### src/rtl/adder_rca_unit.sv
// rtl/adder_rca_unit.sv - registered ripple-carry adder built from a full-adder chain

// One-bit full adder cell; the unit of the ripple chain.
module adder_rca_fa (
  input  logic a_i,
  input  logic b_i,
  input  logic c_i,
  output logic s_o,
  output logic c_o
);

  logic p;

  // Propagate term is shared between sum and carry so the carry uses the
  // (c & (a ^ b)) form rather than a majority gate.
  assign p   = a_i ^ b_i;
  assign s_o = p ^ c_i;
  assign c_o = (a_i & b_i) | (c_i & p);

endmodule

// Top: w-bit ripple chain feeding one output register stage.
module adder_rca_unit #(
  parameter int w = 9
) (
  input  logic         clk,
  input  logic         rst_n,
  input  logic [w-1:0] x,
  input  logic [w-1:0] y,
  input  logic         carry_in,
  output logic [w-1:0] sum,
  output logic         carry_out
);

  // c[0] is the incoming carry, c[w] leaves the top bit.
  logic [w:0]   c;
  logic [w-1:0] sum_d;
  logic         carry_out_d;
  logic [w-1:0] sum_q;
  logic         carry_out_q;

  assign c[0] = carry_in;

  // Structural chain: each cell consumes the carry of the cell below it,
  // so the critical path runs c[0] through c[w] with no lookahead.
  for (genvar i = 0; i < w; i++) begin : g_chain
    adder_rca_fa u_fa (
      .a_i (x[i]),
      .b_i (y[i]),
      .c_i (c[i]),
      .s_o (sum_d[i]),
      .c_o (c[i+1])
    );
  end

  assign carry_out_d = c[w];

  // Capture the result every edge; reset clears immediately and drops any
  // in-flight result.
  always_ff @(posedge clk or negedge rst_n) begin
    if (!rst_n) begin
      sum_q       <= '0;
      carry_out_q <= 1'b0;
    end else begin
      sum_q       <= sum_d;
      carry_out_q <= carry_out_d;
    end
  end

  assign sum       = sum_q;
  assign carry_out = carry_out_q;

endmodule

### config.mk
export PLATFORM = sky130hd
export DESIGN_NAME = adder_rca_unit
export DESIGN_NICKNAME = d
export VERILOG_FILES = /design/src/rtl/adder_rca_unit.sv
export SDC_FILE = /design/constraint.sdc
export NUM_CORES = 1
export LEC_CHECK = 0
export CAP_MARGIN = 40
export CELL_PAD_IN_SITES_DETAIL_PLACEMENT = 0
export CELL_PAD_IN_SITES_GLOBAL_PLACEMENT = 1
export CORE_MARGIN = 2
export CORE_UTILIZATION = 23
export CTS_CLUSTER_SIZE = 16
export DETAILED_ROUTE_END_ITERATION = 8
export MAX_ROUTING_LAYER = met4
export PLACE_DENSITY = 0.84
export SETUP_SLACK_MARGIN = 0.4
export SLEW_MARGIN = 20
export SYNTH_ARGS = -nofsm -noshare
export SYNTH_HDL_FRONTEND = slang
export SYNTH_SLANG_ARGS = --single-unit
### constraint.sdc
create_clock -name clk -period 0.8 [get_ports clk]
set_input_delay 0.12 -clock clk [delete_from_list [all_inputs] [get_ports clk]]
set_output_delay 0.12 -clock clk [all_outputs]
set_load 0.02 [all_outputs]
==> flow_summary_export.csv <==
group,metric,value,unit
global_routing,antenna_found_initial,0,
place,hpwl,785.2,um
critical_path,worstPathArrival,3430,ps
floorplanning,die_h,49.11,um
layout,syn_to_final_growth,93.05,%
global_routing,grt_pass1_wl,1490,um
synthesis,syn-cell-area,467.9,um2
floorplanning,io_pins,31,
sta,post-route-min-period,3238,ps
drt,routedWlPerCell,9.308,um
run_status,violations,"setup timing",
synthesis,syn_nets,59,
critical_path,crit_chain,"buf_8 -> inv_12 -> fa_2 -> inv_2 -> fa_2 -> fa_2 -> fa_2 -> fa_2 -> fa_2 -> fa_2 -> fa_2 -> inv_2 -> fa_1 -> inv_1",
floorplanning,core-area,0.001942,mm2
power,vdd_ir_drop_max,631.2,uV
global_routing,grt_pass1_vias,382,
place,dp.cells,87,
critical_path,endpoint_kind,"flop",
flow_run,max_cap_violations,0,
layout,seq_area,250.2,um2
sta,hold_viol_final,0,
sta,fin_tns_setup,-12970,ps
sta,drv_slew,0,
clocking,cts_root_buf,"clkbuf_4",
power,p_leak,0.4006,nW
sta,setup_ws,-2438,ps
layout,diodes,0,
place,routabilityCongestion,0.5900,
synthesis,synthCells,29,
place,placed_area,847.1,um2
clocking,clock-sinks,10,
layout,final_common_cell,"clkdlybuf4s50_1",
floorplanning,start_util,0.2410,
drt,first_pass_iters,2,
layout,utilization,0.4652,
drt,wl,847,um
layout,final_cell_mix,"clkdlybuf4s50_1, buf_6, dfrtp_1, fa_2, inv_1",
floorplanning,fp.dieW,49.11,um
floorplanning,die-area,0.002411,mm2
clocking,cts_tree,"built",
sta,relSlewSlack,0.9199,
synthesis,synth_cell_types,3,
sta,worst_pin_slew,120.2,ps
critical_path,crit_type,"input port to flop",
synthesis,synth.avg_cell_area,16.14,um2
layout,fin_nets,95,
sta,setup_viol_count_final,19,
synthesis,yosys_register_bits,10,
floorplanning,rows,16,
critical_path,cp-start-kind,"input port",
layout,multi_input_comb_area,200.2,um2
global_routing,grtUsageTotal,0.09153,
layout,drive_above_1_share,0.5000,
place,port_buffers,30,
drt,route.detailed.drc,0,
critical_path,path_buf_inv,5,
min_path,min_path_type,"input port to asynchronous set/reset pin",
critical_path,cpLargestDelayFamily,"adder cells",
synthesis,synth_warnings,0,
clocking,numCtsBuffers,3,
power,power_density,1837,mW/mm2
drt,vias_per_cell,3.429,
drt,antenna_left,0,
global_routing,gr-total-overflow,0,
layout,fin_area,903.4,um2
clocking,postCtsSetupBuffers,0,
clocking,ctsHtreeMaxLevel,1,
sta,grt_setup_unrepaired,"true",
clocking,cts_hold_buf,0,
critical_path,required,990,ps
clocking,cts_buffer_depth,2,
clocking,path_clk_slew,60,ps
sta,fmax,308.9,MHz
critical_path,slowest_delay,390,ps
synthesis,yosysSeqAreaShare,0.5348,
run_status,outcome,"complete, but fails checks",
drt,drt_iter0_markers,1,
global_routing,grt_max_degree,11,
drt,vias,312,
layout,nFillCells,186,
critical_path,path_common_cell,"fa_2",
critical_path,crit_fanout,1,
critical_path,crit_path_top_delay_cell,"fa_1",
sta,fin_crit_sh,4.047,
sta,finalHoldWorstSlack,162.4,ps
layout,instances_no_fill,91,
## registers in the layout, indices dropped and copies added (netlist names)
register and count:
carry_out 1, sum 9
## final cells by class
cell class / instances / share of cell area
clock buffer: 4 / 0.04017
tap: 27 / 0.03740
sequential: 10 / 0.2770
multi-input combinational: 9 / 0.2216
timing repair buffer: 31 / 0.3601
inverter: 10 / 0.06371
## cells by family (layout without fill, tap and decap cells)
logic type               count (synthesis)  in the layout  share of synthesized area
flip-flops                              10             10                     0.5348
buffers and inverters                   10             45                    0.08022
adder cells (fa/ha/maj)                  9              9                     0.3850
## cells in the mapped netlist
library cell / number / area share
dfrtp_1: 10 / 0.53
inv_1: 10 / 0.080
fa_1: 9 / 0.39
## path summary, 6_finish.rpt
check	startpoint	endpoint	slack [ps]	depth (start not counted)
worst max-delay path	y[0]	sum[8]	-2440	14
worst min-delay path	rst_n	sum[6]	160	2
max in group asynchronous	rst_n	sum[1]	510	2
min in group clk	carry_in	sum[0]	270	4
## per-layer routing
layer  up-vias  track usage  part of all wire
met1       149      0.09495              0.36
met4         0      0.08571                 0
met5         -            -                 0
met2        16       0.1441              0.57
li1        147            -                 -
met3         0      0.01840             0.066
## report_power, final
group / switching (W) / total [W] / internal, W / leakage [nW]
combinational: 0.000266 / 0.000602 / 0.000336 / 0.263
clock: 0.000143 / 0.000418 / 0.000275 / 0.0210
sequential: 0.0000405 / 0.000639 / 0.000599 / 0.117
## timing repair
| item | CTS | global route |
|---|---|---|
| pin swaps | 9 | 9 |
| cloned | 0 | 0 |
| setup endpoints to repair | 20 | 20 |
| resized for setup | 79 | 3 |
| endpoints found under the hold margin | 0 | 0 |
## stage by stage
stage                     setup WS, ps  total power (W)
after global routing             -2550         0.001761
final                            -2438         0.001659
after global placement           -3192         0.001208
after floorplan                  -2509        0.0008548
after detailed placement         -3210         0.001220
after CTS                        -2611         0.001694
(Power assumes the default switching activity.)
